## config.mk

```make
export PLATFORM = sky130hd
export DESIGN_NAME = crossing_arbiter
export DESIGN_NICKNAME = d
export VERILOG_FILES = /design/src/rtl/crossing_arbiter.sv
export SDC_FILE = /design/constraint.sdc
export NUM_CORES = 1
export LEC_CHECK = 0
export ABC_AREA = 0
export BUFFER_PORTS_ARGS = -buffer_cell sky130_fd_sc_hd__buf_2
export CORE_ASPECT_RATIO = 0.7
export CORE_MARGIN = 2
export CORE_UTILIZATION = 35
export CTS_BUF_LIST = sky130_fd_sc_hd__clkbuf_16
export CTS_CLUSTER_DIAMETER = 120
export DETAILED_ROUTE_END_ITERATION = 6
export PLACE_DENSITY = 0.62
export SKIP_CTS_REPAIR_TIMING = 1
export SLEW_MARGIN = 20
export SYNTH_ARGS = -nofsm -noshare
export SYNTH_HDL_FRONTEND = slang
export SYNTH_SLANG_ARGS = --single-unit
```

## constraint.sdc

```tcl
create_clock -name clk -period 2.7 [get_ports clk]
set_input_delay 0.675 -clock clk [delete_from_list [all_inputs] [get_ports clk]]
set_output_delay 0.675 -clock clk [all_outputs]
set_load 0.03 [all_outputs]
```

## src/rtl/crossing_arbiter.sv

```systemverilog
// Round-robin arbiter for a single shared track crossing: grants one train at a time,
// steers the crossing switch, revokes unused grants and enforces a guard gap.
//
// state    | meaning
// ---------+-------------------------------------------------------------
// IDLE     | crossing free; arbitrates pending requests round-robin
// GRANT    | one train granted, waiting for its entry sensor (timed)
// OCCUPIED | granted train is inside the crossing, waiting for exit_s
// CLEAR    | grant dropped; guard interval before the next arbitration
module crossing_arbiter #(
  parameter int N        = 4,
  parameter int IW       = 2,
  parameter int ENTER_TO = 8,
  parameter int GUARD    = 2,
  parameter int TW       = 8
) (
  input  logic          clk,
  input  logic          rst,
  input  logic [N-1:0]  req,
  input  logic [N-1:0]  enter,
  input  logic          exit_s,
  output logic [N-1:0]  grant,
  output logic [IW-1:0] sw_sel,
  output logic          busy,
  output logic          timeout_err,
  output logic          intrusion_err
);

  typedef enum logic [1:0] {IDLE, GRANT, OCCUPIED, CLEAR} state_t;

  localparam logic [TW-1:0] ENTER_LOAD = TW'(ENTER_TO - 1);
  localparam logic [TW-1:0] GUARD_LOAD = TW'(GUARD - 1);

  state_t        state, state_nxt;
  logic [IW-1:0] ptr, ptr_nxt;
  logic [IW-1:0] sw_sel_nxt;
  logic [IW-1:0] pick;
  logic [IW-1:0] after_sel;
  logic          found;
  logic [TW-1:0] timer, timer_nxt;
  logic [N-1:0]  grant_nxt;
  logic          busy_nxt;
  logic          timeout_nxt;
  logic          intrusion_nxt;

  function automatic logic [IW-1:0] wrap_add(input int base, input int off);
    return IW'((base + off) % N);
  endfunction

  // First requester at or after ptr, wrapping around.
  always_comb begin
    pick  = '0;
    found = 1'b0;
    for (int i = 0; i < N; i++) begin
      if (!found && req[wrap_add(int'(ptr), i)]) begin
        found = 1'b1;
        pick  = wrap_add(int'(ptr), i);
      end
    end
  end

  always_comb begin
    state_nxt   = state;
    grant_nxt   = grant;
    sw_sel_nxt  = sw_sel;
    busy_nxt    = busy;
    timer_nxt   = timer;
    ptr_nxt     = ptr;
    timeout_nxt = 1'b0;
    after_sel   = wrap_add(int'(sw_sel), 1);
    // grant is the holder's one-hot in GRANT/OCCUPIED and zero elsewhere,
    // so masking it off flags every entry that is not the legitimate one.
    intrusion_nxt = |(enter & ~grant);

    case (state)
      IDLE: begin
        grant_nxt = '0;
        busy_nxt  = 1'b0;
        if (found) begin
          state_nxt       = GRANT;
          grant_nxt[pick] = 1'b1;
          sw_sel_nxt      = pick;
          busy_nxt        = 1'b1;
          timer_nxt       = ENTER_LOAD;
        end
      end
      GRANT: begin
        if (enter[sw_sel]) begin
          state_nxt = OCCUPIED;
        end else if (!req[sw_sel] || timer == '0) begin
          state_nxt   = CLEAR;
          grant_nxt   = '0;
          timer_nxt   = GUARD_LOAD;
          ptr_nxt     = after_sel;
          timeout_nxt = req[sw_sel];
        end else begin
          timer_nxt = timer - TW'(1);
        end
      end
      OCCUPIED: begin
        if (exit_s) begin
          state_nxt = CLEAR;
          grant_nxt = '0;
          timer_nxt = GUARD_LOAD;
          ptr_nxt   = after_sel;
        end
      end
      CLEAR: begin
        grant_nxt = '0;
        if (timer == '0) begin
          state_nxt = IDLE;
          busy_nxt  = 1'b0;
        end else begin
          timer_nxt = timer - TW'(1);
        end
      end
      default: begin
        state_nxt = IDLE;
        grant_nxt = '0;
        busy_nxt  = 1'b0;
      end
    endcase
  end

  always_ff @(posedge clk) begin
    if (rst) begin
      state         <= IDLE;
      grant         <= '0;
      sw_sel        <= '0;
      busy          <= 1'b0;
      timeout_err   <= 1'b0;
      intrusion_err <= 1'b0;
      ptr           <= '0;
      timer         <= '0;
    end else begin
      state         <= state_nxt;
      grant         <= grant_nxt;
      sw_sel        <= sw_sel_nxt;
      busy          <= busy_nxt;
      timeout_err   <= timeout_nxt;
      intrusion_err <= intrusion_nxt;
      ptr           <= ptr_nxt;
      timer         <= timer_nxt;
    end
  end

endmodule

```

---- After elaboration in Yosys (flattened, before gate mapping) ----
Cells that the tools add are included.
storage, ports and cells
  register bits after elaboration ......... 21
  input bits .............................. 11
  word-level logic and storage cells ...... 101
operators by class
  add/sub/neg operators ................... 5
  magnitude comparators ................... 7
  eq/ne operators ......................... 10
  multiplexer cells ....................... 46
  bitwise gates (word level) .............. 4
  reduce and logical (&&, ||, !) cells .... 21
operators with widths
  kind                                                count
  2-to-1 mux 8 bit                                    5
  case mux 8 bit (4 select lines)                     1
  2-to-1 mux 2 bit                                    12
  < comparator 2 x 3 -> 1 bit, second input constant  6
  2-to-1 mux 4 bit                                    4
  case mux 4 bit (4 select lines)                     1
  2-to-1 mux 1 bit                                    13
  binary-select mux 1 bit (select 2 bit)              6
  inequality test 2 bit, second input constant        6
  AND reduction 4 bit                                 3
  zero test 8 bit                                     1
  case mux 2 bit (4 select lines)                     1
  OR reduction 4 bit                                  2
  subtractor 8 x 1 -> 8 bit, second input constant    1
  adder 2 x 1 -> 2 bit, second input constant         2
  adder 2 bit, second input constant                  2
  AND 4 bit                                           1
  == test 2 bit, second input constant                2
  logical AND 1 bit                                   4
  zero test 1 bit                                     4
  NOT 4 bit                                           1
  case mux 2 bit (2 select lines)                     1
  AND reduction 2 bit                                 2
  nonzero test 2 bit                                  2
  other kinds (9)                                     10

---- Longest topological paths before layout ----
Gate-level depths: netlist of the first run.
  depth after elaboration ................. 18
  depth in mapped cells ................... 8

---- Worst setup path before layout of the first run ----
Ideal clock, no wire load.
  path kind ............................... flip-flop to flip-flop
  start point ............................. reg sw_sel[0]
  end point ............................... reg state[1]
  library setup time ...................... 0.128 ns
  arrival time ............................ 2.069 ns
  required time ........................... 2.572 ns
  path slack .............................. 0.504 ns
  cell stages (with the launch flop) ...... 6
  buffers on the path ..................... 0
  period minus slack after synthesis ...... 2.196 ns
  path through ............................ dfxtp_1 -> mux4_2 -> or3b_1 -> a31oi_1 -> mux2i_1 -> nor2_1
on the way
  cells in the longest elaborated chain, start to end .. 6
  elaborated cells between the ends (all ways) .. 10
  classes of those cells .................. 1 x eq/ne; 6 x mux; 3 x reduce/logical
RTL lines
  what                                    RTL line  RTL
  start, declared                         23        output logic [IW-1:0] sw_sel,
  start signal, assigned                  138       sw_sel <= sw_sel_nxt;
  binary-select mux 1 bit (select 2 bit)  90        end else if (!req[sw_sel] || timer == '0) begin
  2-to-1 mux 1 bit (implied by the code)  90
  zero test 1 bit                         90
  logical OR 1 bit                        90
  inequality test 3 bit (no line)         -
  AND reduction 4 bit (no line)           -
  end signal, assigned                    136       state <= state_nxt;
  end, declared                           34        state_t state, state_nxt;
Parallel ways exist; a longest one is shown, timed or not. The select of a mux whose other input is x is not followed.
A chain may end at the register's enable or synchronous reset.

---- Worst setup path after layout of the first run ----
Ends and elaborated chain as after synthesis.

==> impl_metrics.py, run 1 <==
metrics = {
    "grt": {
        "grt-busiest-layer": "met1",
        "grt_first_pass_wirelength_mm": 5.112,
        "antenna_found_initial": 0,
        "grt_util_all_layers": 0.1611,
        "grt_max_degree": 18,
        "grt_pass1_vias": 1033,
        "use_met3": 0.04290,
        "use_met1": 0.2390,
        "use_met2": 0.2168,
        "globalRouteOverflowTotal": 0,
    },
    "die": {
        "die_w_microns": 76.28,
        "die_y_microns": 54.60,
        "core_region_area_sq_um": 3513,
        "initial_core_util": 0.3643,
        "rows": 18,
        "die-area_sq_um": 4165,
        "io_pins": 20,
    },
    "synthesis": {
        "yosysTopAreaCell": "dfxtp_1",
        "ys.warnings.count": 0,
        "synth_nets": 171,
        "synth_edf_count": 0,
        "yosys_register_bits": 21,
        "synth_top_area_share": 0.3284,
        "netlist_instances": 154,
        "ys_seq_area_frac": 0.3284,
        "ys_types": 41,
        "synth_ff_type": "dfxtp_1",
        "synth_area_sq_um": 1280,
        "synthArstFlopShare": 0,
        "postSynthAreaPerCell_sq_um": 8.312,
        "synth_area_leaders": "dfxtp_1 33%, a21oi_1 6.3%, ha_1 5.9%",
    },
    "layout": {
        "layout-drive-gt1-share": 0.1860,
        "final_cell_area_sq_um": 1499,
        "final_nets": 190,
        "layout_commonest_cell": "dfxtp_1",
        "antenna_cells": 0,
        "area_growth_pct": 17.11,
        "final_util": 0.4266,
        "multi_input_area_sq_um": 789.5,
        "nFillCells": 364,
        "seq_area_sq_um": 420.4,
        "layout_common_cells": "21 x dfxtp_1, 19 x buf_2, 16 x nor2_1, 16 x a21oi_1, 13 x inv_1",
    },
    "sta": {
        "fin_worst_skew_ns": 0.001656,
        "hold_viol": 0,
        "setup_viol": 0,
        "period_minus_slack_ns": 2.183,
        "tightest_slew_ns": 0.4721,
        "slew_headroom": 0.6824,
        "period_share": 0.8085,
        "whs_ns": 0.4704,
        "fmax_mhz": 458.1,
        "final.setup.tns_ns": 0,
        "slew_viol_final": 0,
        "grt_setup_unrepaired": "false",
    },
    "routing": {
        "drt-total-wl_mm": 3.050,
        "drt_iter0_drc": 57,
        "num_vias": 1161,
        "viasPerCell": 5.230,
        "antenna_left": 0,
        "wl_per_cell_microns": 13.74,
        "drt_first_pass_iters": 4,
        "drc_errors": 0,
    },
    "worst_setup_path": {
        "reg2reg_depth": 5,
        "arrival_ns": 2.31,
        "crit_fanout": 6,
        "critPathRequiredTime_ns": 2.83,
        "timing.rr.end": "state[1]",
        "reg2reg_from": "sw_sel[0]",
        "end_kind": "flop",
        "r2r_setup_slack_ns": 0.52,
        "worstSetupStartpointType": "flop",
        "critPathKind": "flop to flop",
    },
    "clock_network": {
        "cts_buffers": 3,
        "clock_path_buffers": 2,
        "htree_levels": 1,
        "clock_latency_ns": 0.25,
        "cts.sinks": 21,
        "cts_tree": "yes",
        "clkTransAtPathRegs_ns": 0.06,
        "root_buffer": "clkbuf_16",
    },
    "placement": {
        "globalplace.congestion": 0.8176,
        "portBuffers": 19,
        "hpwl_mm": 2.423,
        "dpl_cell_area_sq_um": 1420,
    },
    "power": {
        "p_total_mw": 1.739,
        "power_density_nw_per_um2": 1160,
        "peakVddDrop_v": 0.0006469,
        "power_leakage_nw": 0.6217,
    },
    "worst_hold_path": {
        "min_from": "grant[1]",
        "hold_depth": 2,
        "min_to": "grant[1]",
        "min_path_type": "flop to flop",
    },
    "flow_run": {
        "cap_violations": 0,
    },
    "status": {
        "outcome": "finished, final reports clean",
    },
}
kinds of logic after synthesis:
group / count (synthesis) / synth area share
AND/OR/NAND/NOR: 55 / 0.2248
AO/OA/AOI/OAI: 44 / 0.2405
flip-flops: 21 / 0.3284
buffers and inverters: 18 / 0.05474
adder cells (fa/ha/maj): 6 / 0.05865
XOR/XNOR: 5 / 0.03421
multiplexers: 5 / 0.05865
layout make-up:
type / instances / area share
clock inverter: 1 / 0.002504
clock buffer: 3 / 0.05008
inverter: 12 / 0.03005
multi-input combinational: 115 / 0.5267
sequential: 21 / 0.2805
timing repair buffer: 20 / 0.06845
tap: 50 / 0.04174
where the power goes:
group	internal (mW)	total [mW]	switching, mW
Combinational	0.375	0.949	0.574
Clock	0.197	0.303	0.106
Sequential	0.400	0.487	0.0876
Total	0.971	1.74	0.768
routing by layer:
| layer | share of wire | up-vias |
|---|---|---|
| li1 | - | 595 |
| met2 | 0.40 | 35 |
| met3 | 0.063 | 4 |
| met1 | 0.52 | 527 |
| met5 | 0 | - |
| met4 | 0.014 | 0 |
synthesized netlist by cell type, drive strengths merged (3+ instances only):
cell type,count
xor2,5
a211oi,4
nor3,4
or4,3
nand3,6
mux2i,3
nor2,16
nand4,3
nand2,10
a21oi,17
nor4,3
o21ai,5
inv,12
or3,3
dfxtp,21
clkbuf,4
ha,6
sequential cells by signal (all words and copies together), names as in the netlist:
name	flops
ptr	2
timeout_err	1
busy	1
grant	4
sw_sel	2
state	2
timer	8
intrusion_err	1
stage by stage:
step	worst slack (ns)	std cells
3_3_place_gp	0.3039	218
6_report	0.5171	222
4_1_cts	0.4890	222
3_5_place_dp	0.2477	218
5_1_grt	0.3482	222
2_1_floorplan	0.5037	154
worst max-delay path by stage:
stage,slack [ns],start,endpoint,cells past startpoint
floorplan,0.50,sw_sel[0],state[1],5
global placement,0.30,enter[3],state[1],6
detailed placement,0.25,enter[3],state[1],6
CTS,0.49,sw_sel[0],state[1],5
global route,0.35,sw_sel[0],state[1],5
finish,0.52,sw_sel[0],state[1],5
critical path: stages (launching register included):
cell	delay [ns]
dfxtp_1	0.47
mux4_2	0.63
or3b_1	0.40
a31oi_1	0.29
mux2i_1	0.23
nor2_1	0.05
(Power assumes the default switching activity.)
==> run 2: changes to the inputs <==
==> constraint.sdc (replaced) <==
create_clock -name clk -period 2.25 [get_ports clk]
set_input_delay 0.5625 -clock clk [delete_from_list [all_inputs] [get_ports clk]]
set_output_delay 0.5625 -clock clk [all_outputs]
set_load 0.03 [all_outputs]
==> run 2 against run 1 <==
  * Register-to-register slack worse by 0.37 ns
  * Power up 27%
  * Cell area up 4.0%
  * Sequential share of layout area down 1.1 points
  * Critical path type unchanged
  * Largest power group unchanged
==> impl_metrics.py, run 2 (synthesized netlist as in run 1, its figures left out) <==
metrics = {
    "sta": {
        "final.setup.tns_ns": 0,
        "hold_viol": 0,
        "slew_headroom": 0.6708,
        "whs_ns": 0.4760,
        "fmax_mhz": 475.8,
        "period_share": 0.9342,
        "setup_viol": 0,
        "grt_setup_unrepaired": "false",
        "period_minus_slack_ns": 2.102,
        "fin_worst_skew_ns": 0.003062,
        "setup_slack_ns": 0.1481,
        "tightest_slew_ns": 0.4928,
        "slew_viol_final": 0,
    },
    "routing": {
        "drt_iter0_drc": 61,
        "drt_first_pass_iters": 4,
        "drc_errors": 0,
        "viasPerCell": 5.391,
        "num_vias": 1240,
        "antenna_left": 0,
        "wl_per_cell_microns": 13.85,
        "drt-total-wl_mm": 3.186,
    },
    "layout": {
        "area_growth_pct": 21.80,
        "antenna_cells": 0,
        "layout_common_cells": "21 x dfxtp_1, 19 x buf_2, 16 x nor2_1, 16 x a21oi_1, 13 x inv_1",
        "final_util": 0.4437,
        "largest_reg_flops": 8,
        "instances_no_fill": 230,
        "final_nets": 198,
        "largest-register": "timer",
        "top_regs": "timer: 8 flops, grant: 4 flops",
        "layout_commonest_cell": "dfxtp_1",
        "layout-drive-gt1-share": 0.2222,
    },
    "clock_network": {
        "clkTransAtPathRegs_ns": 0.06,
        "cts.sinks": 21,
        "cts_buffers": 3,
        "cts_tree": "yes",
        "htree_levels": 1,
        "root_buffer": "clkbuf_16",
        "clock_latency_ns": 0.25,
        "clock_path_buffers": 2,
    },
    "grt": {
        "grt_pass1_vias": 1060,
        "globalRouteOverflowTotal": 0,
        "grt_first_pass_wirelength_mm": 5.188,
        "antenna_found_initial": 0,
        "grt_util_all_layers": 0.1656,
        "grt_max_degree": 18,
    },
    "power": {
        "power_leakage_nw": 0.6609,
        "clkPwrFrac": 0.168,
        "p_switching_uw": 955.7,
        "p_int_mw": 1.253,
        "seqPwrFrac": 0.260,
        "peakVddDrop_v": 0.0007549,
        "sw_frac_of_total": 0.4326,
        "power_frac_comb": 0.572,
        "power_density_nw_per_um2": 1417,
    },
    "worst_setup_path": {
        "timing.rr.end": "timer[3]",
        "reg2reg_depth": 8,
        "arrival_ns": 2.24,
        "critPathRequiredTime_ns": 2.39,
        "r2r_setup_slack_ns": 0.15,
        "crit_end": "timer[3]",
        "crit_fanout": 6,
        "reg2reg_from": "timer[0]",
        "critPathKind": "flop to flop",
        "end_kind": "flop",
        "worstSetupStartpointType": "flop",
        "startpoint": "timer[0]",
    },
    "die": {
        "die_w_microns": 76.28,
        "die_y_microns": 54.60,
        "core_region_area_sq_um": 3513,
        "die-area_sq_um": 4165,
        "rows": 18,
        "io_pins": 20,
        "initial_core_util": 0.3643,
    },
    "placement": {
        "dp_slack_ns": 0.05258,
        "placedCellCount": 226,
        "globalplace.congestion": 0.8561,
        "hpwl_mm": 2.475,
        "portBuffers": 19,
    },
    "worst_hold_path": {
        "min_path_type": "flop to flop",
    },
    "status": {
        "outcome": "finished, final reports clean",
    },
    "flow_run": {
        "cap_violations": 0,
    },
}
==> run 2: cell types whose count changed in the layout (fill, tap and decap cells not counted) <==
cell / delta
buf_4: +8
==> run 2: per-stage QoR <==
| stage | power [mW] | area [sq um] |
|---|---|---|
| 4_1_cts | 2.211 | 1559 |
| 6_report | 2.209 | 1559 |
| 5_1_grt | 2.405 | 1559 |
| 2_1_floorplan | 1.487 | 1280 |
| 3_5_place_dp | 1.828 | 1480 |
| 3_3_place_gp | 1.801 | 1480 |
==> run 2: worst max-delay path, stage by stage, from the launching register on <==
cell and delay [ns]:
dfxtp_1 0.31, inv_1 0.12, ha_1 0.15, or3b_2 0.50, or3_1 0.46, nand4_1 0.14, buf_4 0.12, xor2_1 0.14
nor2_1 0.05
==> run 2: worst min-delay path by stage <==
stage	startpoint	to	slack, ns	cells after the start
final	grant[2]	grant[2]	0.48	2
after floorplan	ptr[0]	ptr[0]	0.45	2
after CTS	grant[2]	grant[2]	0.47	2
after global placement	grant[0]	grant[0]	0.46	2
after global routing	grant[2]	grant[2]	0.49	2
after detailed placement	grant[2]	grant[2]	0.46	2
==> run 2: metal layers <==
metal / part of all wire / track usage
met5: 0 / 0
met4: 0.017 / 0.07576
met1: 0.53 / 0.2382
met2: 0.39 / 0.2360
met3: 0.057 / 0.03795
==> run 2: cell type report <==
class                   count  area, sq um
clock buffers               3        75.07
clock inverters             1        3.754
fillers                   365         1954
inverters                  12        45.04
multi-input cells         115        789.5
flip-flops and latches     21        420.4
well taps                  50        62.56
repair buffers             28        162.7
==> run 2: power groups by stage <==
stage / logic [mW] / registers [mW] / clock network, mW
4_1_cts: 1.25 / 0.572 / 0.385
3_5_place_dp: 1.25 / 0.580 / 0
5_1_grt: 1.42 / 0.588 / 0.399
6_report: 1.26 / 0.575 / 0.371
2_1_floorplan: 0.870 / 0.617 / 0
3_3_place_gp: 1.23 / 0.572 / 0
